[config.mk]
export PLATFORM = sky130hd
export DESIGN_NAME = qproc_in_port_ctrl
export DESIGN_NICKNAME = d
export VERILOG_FILES = /design/src/rtl/qproc_in_port_pkg.sv /design/src/rtl/qproc_port_fifo.sv /design/src/rtl/qproc_in_port_ctrl.sv
export SDC_FILE = /design/constraint.sdc
export NUM_CORES = 2
export LEC_CHECK = 0
export ABC_AREA = 1
export BUFFER_PORTS_ARGS = -buffer_cell sky130_fd_sc_hd__buf_2
export CORE_MARGIN = 1
export CORE_UTILIZATION = 45
export CTS_CLUSTER_SIZE = 25
export DETAILED_ROUTE_END_ITERATION = 10
export SETUP_SLACK_MARGIN = 0.4
export SLEW_MARGIN = 20
export SYNTH_ARGS = -nofsm -noshare
export SYNTH_HDL_FRONTEND = slang
export SYNTH_SLANG_ARGS = --single-unit
export TNS_END_PERCENT = 5
[constraint.sdc]
create_clock -name c_clk_i -period 4.6 [get_ports c_clk_i]
set_input_delay 0.46 -clock c_clk_i [delete_from_list [all_inputs] [get_ports c_clk_i]]
set_output_delay 0.46 -clock c_clk_i [all_outputs]
set_load 0.01 [all_outputs]
[src/rtl/qproc_in_port_pkg.sv]
// Shared types and limits for the input-port capture block and its FIFOs.
// Latency: n/a (types, constants and a helper function only).
// Backpressure: n/a.
// Timestamp support is controlled by the QPROC_IN_PORT_TSTAMP_EN macro.
package qproc_in_port_pkg;

  localparam int MAX_IN_PORT_QTY = 16;
  localparam int MAX_PAW         = 4;
  localparam int MAX_DW          = 64;
  localparam int TS_W            = 32;

  // CPU read request, with the address widened to the largest port count
  typedef struct packed {
    logic               re;
    logic               pop;
    logic [MAX_PAW-1:0] addr;
  } IN_PORT_REQ;

  // Registered read response
  typedef struct packed {
    logic [MAX_DW-1:0] dt;
    logic              vld;
`ifdef QPROC_IN_PORT_TSTAMP_EN
    logic [TS_W-1:0]   ts;
`endif
  } IN_PORT_RSP;

  // True when the requested port exists in this configuration
  function automatic logic addr_in_range(input logic [MAX_PAW-1:0] a, input int qty);
    return int'(a) < qty;
  endfunction

endpackage

[src/rtl/qproc_port_fifo.sv]
// Per-port FIFO: storage, wrapping pointers, count, push/pop/clear logic.
// Latency: head word visible on rdat_o one cycle after the push.
// Backpressure: none; a push into a full FIFO without a same-cycle pop is dropped and flagged on drop_o.
module qproc_port_fifo #(
  parameter int W     = 64,
  parameter int DEPTH = 8
) (
  input  logic         clk_i,
  input  logic         rst_i,
  input  logic         clr_i,
  input  logic         push_i,
  input  logic         pop_i,
  input  logic [W-1:0] wdat_i,
  output logic [W-1:0] rdat_o,
  output logic         empty_o,
  output logic         drop_o
);

  localparam int AW = $clog2(DEPTH);

  logic [W-1:0]  mem_q [DEPTH];
  logic [AW-1:0] rd_ptr_q, rd_ptr_d;
  logic [AW-1:0] wr_ptr_q, wr_ptr_d;
  logic [AW:0]   cnt_q, cnt_d;
  logic          full;
  logic          push_ok;
  logic          pop_ok;

  assign empty_o = (cnt_q == '0);
  assign full    = (cnt_q == (AW+1)'(DEPTH));
  assign rdat_o  = mem_q[rd_ptr_q];

  // Accept/drop decisions and next pointer/count; a pop frees room for a same-cycle push
  always_comb begin
    pop_ok   = pop_i && !empty_o && !clr_i;
    push_ok  = push_i && !clr_i && (!full || pop_ok);
    drop_o   = push_i && !clr_i && full && !pop_ok;
    rd_ptr_d = rd_ptr_q;
    wr_ptr_d = wr_ptr_q;
    cnt_d    = cnt_q;
    if (clr_i) begin
      rd_ptr_d = '0;
      wr_ptr_d = '0;
      cnt_d    = '0;
    end else begin
      if (pop_ok)  rd_ptr_d = rd_ptr_q + AW'(1);
      if (push_ok) wr_ptr_d = wr_ptr_q + AW'(1);
      cnt_d = cnt_q + (AW+1)'(push_ok) - (AW+1)'(pop_ok);
    end
  end

  // Pointer and count registers
  always_ff @(posedge clk_i) begin
    if (rst_i) begin
      rd_ptr_q <= '0;
      wr_ptr_q <= '0;
      cnt_q    <= '0;
    end else begin
      rd_ptr_q <= rd_ptr_d;
      wr_ptr_q <= wr_ptr_d;
      cnt_q    <= cnt_d;
    end
  end

  // Storage write; contents need no reset because the count gates every read
  always_ff @(posedge clk_i) begin
    if (push_ok) mem_q[wr_ptr_q] <= wdat_i;
  end

endmodule

[src/rtl/qproc_in_port_ctrl.sv]
// Captures external input ports into per-port FIFOs and latest-value registers for CPU reads.
// Latency: read request at cycle N returns dt_o/dt_vld_o at N+1.
// Backpressure: none on ports (overflow drops the word, sets sticky ovf_o); CPU misses show as dt_vld_o=0.
// Optional timestamp capture is enabled by defining QPROC_IN_PORT_TSTAMP_EN.
module qproc_in_port_ctrl
  import qproc_in_port_pkg::*;
#(
  parameter int IN_PORT_QTY = 4,
  parameter int DW          = 64,
  parameter int DEPTH       = 8,
  parameter int PAW         = 2
) (
  input  logic                            c_clk_i,
  input  logic                            c_rst_i,
  input  logic [IN_PORT_QTY-1:0][DW-1:0]  port_dt_i,
  input  logic [IN_PORT_QTY-1:0]          port_vld_i,
  input  logic                            re_i,
  input  logic [PAW-1:0]                  addr_i,
  input  logic                            pop_i,
  input  logic                            clr_i,
`ifdef QPROC_IN_PORT_TSTAMP_EN
  input  logic [TS_W-1:0]                 time_i,
  output logic [TS_W-1:0]                 ts_o,
`endif
  output logic [DW-1:0]                   dt_o,
  output logic                            dt_vld_o,
  output logic [IN_PORT_QTY-1:0]          empty_o,
  output logic [IN_PORT_QTY-1:0]          ovf_o
);

`ifdef QPROC_IN_PORT_TSTAMP_EN
  localparam int FW = DW + TS_W;
`else
  localparam int FW = DW;
`endif

  IN_PORT_REQ                      req;
  logic                            addr_ok;
  logic [IN_PORT_QTY-1:0][FW-1:0]  wdat;
  logic [IN_PORT_QTY-1:0][FW-1:0]  head;
  logic [IN_PORT_QTY-1:0]          pop_req;
  logic [IN_PORT_QTY-1:0]          drop;

  logic [IN_PORT_QTY-1:0][FW-1:0]  last_q, last_d;
  logic [IN_PORT_QTY-1:0]          seen_q, seen_d;
  logic [IN_PORT_QTY-1:0]          ovf_q, ovf_d;
  IN_PORT_RSP                      rsp_q, rsp_d;

  logic [FW-1:0]                   sel_last;
  logic [FW-1:0]                   sel_head;
  logic                            sel_seen;
  logic                            sel_empty;

  assign req     = '{re: re_i, pop: pop_i, addr: MAX_PAW'(addr_i)};
  assign addr_ok = addr_in_range(req.addr, IN_PORT_QTY);

  // Word stored per port: data, with the capture time in the upper bits when enabled
  always_comb begin
    wdat = '0;
    for (int k = 0; k < IN_PORT_QTY; k++) begin
`ifdef QPROC_IN_PORT_TSTAMP_EN
      wdat[k] = {time_i, port_dt_i[k]};
`else
      wdat[k] = port_dt_i[k];
`endif
    end
  end

  // Pop strobe only to the addressed FIFO; the FIFO itself ignores it during clr_i
  always_comb begin
    pop_req = '0;
    for (int k = 0; k < IN_PORT_QTY; k++) begin
      pop_req[k] = req.re && req.pop && (req.addr == MAX_PAW'(k));
    end
  end

  for (genvar g = 0; g < IN_PORT_QTY; g++) begin : g_fifo
    qproc_port_fifo #(
      .W     (FW),
      .DEPTH (DEPTH)
    ) u_fifo (
      .clk_i   (c_clk_i),
      .rst_i   (c_rst_i),
      .clr_i   (clr_i),
      .push_i  (port_vld_i[g]),
      .pop_i   (pop_req[g]),
      .wdat_i  (wdat[g]),
      .rdat_o  (head[g]),
      .empty_o (empty_o[g]),
      .drop_o  (drop[g])
    );
  end

  // Latest value follows every strobe, even under clr_i; seen/ovf are cleared by clr_i
  always_comb begin
    last_d = last_q;
    for (int k = 0; k < IN_PORT_QTY; k++) begin
      if (port_vld_i[k]) last_d[k] = wdat[k];
    end
    seen_d = clr_i ? '0 : (seen_q | port_vld_i);
    ovf_d  = clr_i ? '0 : (ovf_q | drop);
  end

  // Read mux: select the addressed port, then build the response; misses hold dt
  always_comb begin
    sel_last  = '0;
    sel_head  = '0;
    sel_seen  = 1'b0;
    sel_empty = 1'b1;
    for (int k = 0; k < IN_PORT_QTY; k++) begin
      if (req.addr == MAX_PAW'(k)) begin
        sel_last  = last_q[k];
        sel_head  = head[k];
        sel_seen  = seen_q[k];
        sel_empty = empty_o[k];
      end
    end
    rsp_d     = rsp_q;
    rsp_d.vld = 1'b0;
    if (req.re && !clr_i && addr_ok) begin
      if (!req.pop) begin
        rsp_d.dt  = MAX_DW'(sel_last[DW-1:0]);
        rsp_d.vld = sel_seen;
`ifdef QPROC_IN_PORT_TSTAMP_EN
        rsp_d.ts  = sel_last[FW-1:DW];
`endif
      end else if (!sel_empty) begin
        rsp_d.dt  = MAX_DW'(sel_head[DW-1:0]);
        rsp_d.vld = 1'b1;
`ifdef QPROC_IN_PORT_TSTAMP_EN
        rsp_d.ts  = sel_head[FW-1:DW];
`endif
      end
    end
  end

  // State and output registers; reset discards any in-flight read
  always_ff @(posedge c_clk_i) begin
    if (c_rst_i) begin
      last_q <= '0;
      seen_q <= '0;
      ovf_q  <= '0;
      rsp_q  <= '0;
    end else begin
      last_q <= last_d;
      seen_q <= seen_d;
      ovf_q  <= ovf_d;
      rsp_q  <= rsp_d;
    end
  end

  assign dt_o     = rsp_q.dt[DW-1:0];
  assign dt_vld_o = rsp_q.vld;
  assign ovf_o    = ovf_q;
`ifdef QPROC_IN_PORT_TSTAMP_EN
  assign ts_o     = rsp_q.ts;
`endif

endmodule

==> summary.txt <==
Yosys
  • Post-synth cell types: 32
  • EDFF count, synth: 2048
  • Mux share of post-synthesis cell area: 0%
  • Synth Area in Simple Gates: 19.59%
  • Async SR Flop Fraction: 0%
  • Syn avg cell area: 10.85 um2
  • Cell accounting for the most synthesized area: edfxtp_1
  • Post-Synth XOR/XNOR Area: 0.05354%
  • Top_reg_cell synth: edfxtp_1
  • Post-synthesis adder-cell area fraction: 0.4768%
  • Seq/Total Area, Yosys: 70.43%
  • Mapped Area: 98150 um2
  • Post-synth top area share: 62.66%
  • Main combinational cell family by area after synthesis: simple AND/OR/NAND/NOR gates
  • Yosys warns: 0
  • Top cells by area, synth: edfxtp_1 (63%), dfxtp_1 (7.8%), nand3_1 (7.1%), nand2_1 (6.5%), nor2_1 (5.6%)
  • Synth Instances: 9046
  • Post-Syn Nets: 9348
  • Compound-Gate Fraction of Synth Area: 5.413%
  • Synth Register Bits: 2429

GRT
  • Remaining global-route overflow: 0
  • Vias in the first global route: 63882
  • First-pass GRT wire length: 453400 um
  • Initial antenna violation count: 50
  • Largest net degree at the start of global routing: 189
  • Total GRT Usage: 28.53%

Timing
  • Slew HR: 24.85%
  • Slew Limit Fails: 0
  • Setup ws final: 1.459 ns
  • RSZ-0062 raised after global routing: no
  • Final setup fails: 0
  • Maximum clock frequency: 318.4 MHz
  • Min Tclk post-route: 3.141 ns
  • Worst Clk Skew: 0.06171 ns
  • Worst-margin pin slew: 1.127 ns
  • Hold_ws: 0.1098 ns
  • Final Hold Vio Count: 0
  • Setup TNS: 0 ns
  • Tcrit/Tclk final: 68.28%

Hold path
  • HP Class: primary input to flip-flop

Routing
  • DRC viols: 0
  • Detailed-route wire length per cell: 25.55 um
  • Total wire length: 320000 um
  • Antenna-violating nets left: 0
  • DRT Pass-1 Iters: 6
  • Detailed Route Iter0 Violations: 7954
  • Via Count: 69755
  • Vias/cell: 5.570

Critical path
  • Crit path largest cell delay: 0.45 ns
  • Reg-to-reg setup timing slack: 1.46 ns
  • CP endpoint kind: flip-flop
  • Max FO, Critical Path: 21
  • CP dominant cell by count: nand2_1
  • Worst path slowest cell: nor2_4
  • Startpoint types: flip-flop
  • CP arrival: 3.67 ns
  • CP bufs+invs: 4
  • CP cell instances: inv_1 > ha_1 > nand2_1 > buf_4 > nand3_1 > nand2_1 > nand2_1 > inv_1 > nand2_1 > nor2_4 > buf_4
  • Crit path max-delay family: simple AND/OR/NAND/NOR gates
  • WS Path Type: flip-flop to flip-flop
  • Critical Path RT: 5.13 ns

Clock network
  • # H-tree levels: 4
  • Clock Pin Slew Worst Setup and Hold Paths: 0.06 ns
  • CTS Buf Count: 240
  • Worst-skew pair later-pin latency: 0.91 ns
  • CTS tree: done
  • Clock Sinks: 2429
  • Clock Tree Root: clkbuf_16
  • Buffer count from post-CTS setup fixing: 0
  • Clk buf depth: 3

Cells and area
  • Layout cells sized above 1: 9.781%
  • Fill cell count: 18819
  • Synthesis-to-finish area growth: 15.65%
  • Post-layout nets: 9729
  • Final Cell Area: 113500 um2

Pwr
  • Leak pwr: 41.26 nW
  • Peak supply drop: 0.4555 mV
  • Power Density: 411.1 nW/um2

Die
  • Die Area: 220000 um2
  • Die Y: 469.0 um
  • Core ar.: 217000 um2
  • Cell Rows: 171
  • Number of I/O pins: 340
  • Starting Density: 45.24%
  • Die X: 469.0 um

Place
  • Final Wtd Congestion: 0.9461
  • I/O Buffers: 339
  • Place WS: 1.099 ns
  • Final HPWL DP: 203700 um
  • Area post-placement: 102800 um2

Flow run
  • Max Cap Violations: 0

Outcome
  • Status: complete, no violations
## worst paths after layout
check        cells past startpoint                                 endpoint                                 startpoint
max                             11  g_fifo[0].u_fifo.mem_q[0][47]$_DFFE_PP_       g_fifo[0].u_fifo.cnt_q[2]$_SDFF_PP0_
min                              3                 last_q[146]$_SDFFE_PP0P_                              port_vld_i[2]
max reg2reg                     11  g_fifo[0].u_fifo.mem_q[0][47]$_DFFE_PP_       g_fifo[0].u_fifo.cnt_q[2]$_SDFF_PP0_
min reg2reg                      2                                flip-flop  g_fifo[0].u_fifo.rd_ptr_q[2]$_SDFFE_PP0N_
## registers in the layout (all words and copies together), names as in the netlist, named ones only
signal and count:
g_fifo.u_fifo.mem_q 2048, g_fifo.u_fifo.wr_ptr_q 12, last_q 256, seen_q 4
ovf_o 4, dt_o 64, g_fifo.u_fifo.cnt_q 16, dt_vld_o 1
g_fifo.u_fifo.rd_ptr_q 12
## power by group
part / leakage [nW] / internal (mW) / switching (mW)
Clock: 3.93 / 11.5 / 8.55
Combinational: 15.7 / 0.605 / 1.59
Sequential: 21.7 / 24.2 / 0.199
Total: 41.3 / 36.3 / 10.3
## Yosys cell counts (all sizes together) (31+ instances only)
| cell | n |
|---|---|
| o21ai | 696 |
| o211ai | 123 |
| edfxtp | 2048 |
| a21oi | 167 |
| ha | 31 |
| nand2 | 1690 |
| nand3 | 1391 |
| clkbuf | 294 |
| inv | 379 |
| buf | 288 |
| or2 | 60 |
| dfxtp | 381 |
| nor2 | 1462 |
## layout by cell type, fill, tap and decap left out, types with 3 or more instances in the layout
cell,count
diode_2,29
nor3_1,3
dfxtp_4,7
nor2_1,1427
inv_6,9
edfxtp_1,2048
clkinv_2,47
buf_12,48
o211ai_1,123
nor3b_1,3
a31oi_1,4
dfxtp_2,5
ha_1,31
dfxtp_1,369
or2_2,60
clkinv_16,5
a21oi_1,167
bufinv_16,29
xnor2_1,3
clkbuf_1,43
clkbuf_8,10
buf_2,339
buf_4,75
clkinv_1,71
fa_1,4
inv_1,357
nor2_4,34
dlygate4sd3_1,259
a21o_1,3
nand3_1,1391
xor2_1,3
o21ai_1,29
clkbuf_16,245
nand2_1,1688
clkinvlp_4,6
o21ai_0,667
inv_2,12
## metal layers
metal	wire length [um]	global-route usage, %	up-vias
li1	-	-	31961
met5	206	0	-
met1	128900	39.11	34057
met4	22170	17.67	30
met3	28160	5.485	551
met2	140600	41.96	3156
## final cells by class
cell class	count	area [um2]	area share, %
flip-flops and latches	2429	69160	60.93
multi-input cells	5649	25330	22.32
inverters	386	1494	1.316
well taps	2854	3571	3.146
diodes	29	72.57	0.06393
clock buffers	298	6430	5.665
repair buffers	721	5813	5.121
clock inverters	158	1639	1.444
## cell families after synthesis
group / Yosys count
AO/OA/AOI/OAI: 996
XOR/XNOR: 6
adder cells (fa/ha/maj): 35
buffers and inverters: 968
flip-flops: 2429
AND/OR/NAND/NOR: 4612
## stage by stage
step                total power [mW]  util (%)  cells
floorplan                      25.63         -   9046
global placement               26.77     47.37  11780
detailed placement             26.81     47.37  11780
CTS                            46.82     52.29  12495
global route                   47.83     52.31  12512
finish                         46.66     52.32  12524
## tightest hold or removal path: cells and delay by family
kind / cells / cell delay, ns
AOI/OAI and AO/OA: 1 / 0.21
buffers and inverters: 1 / 0.25
and+or+nand+nor: 1 / 0.04
## what timing repair did
item | in CTS | in global routing
hold endpoints to repair | 2232 | 0
gates resized for setup | 0 | 0
hold buffers | 259 | 0
No activity file was read; power rests on OpenSTA's default activity.
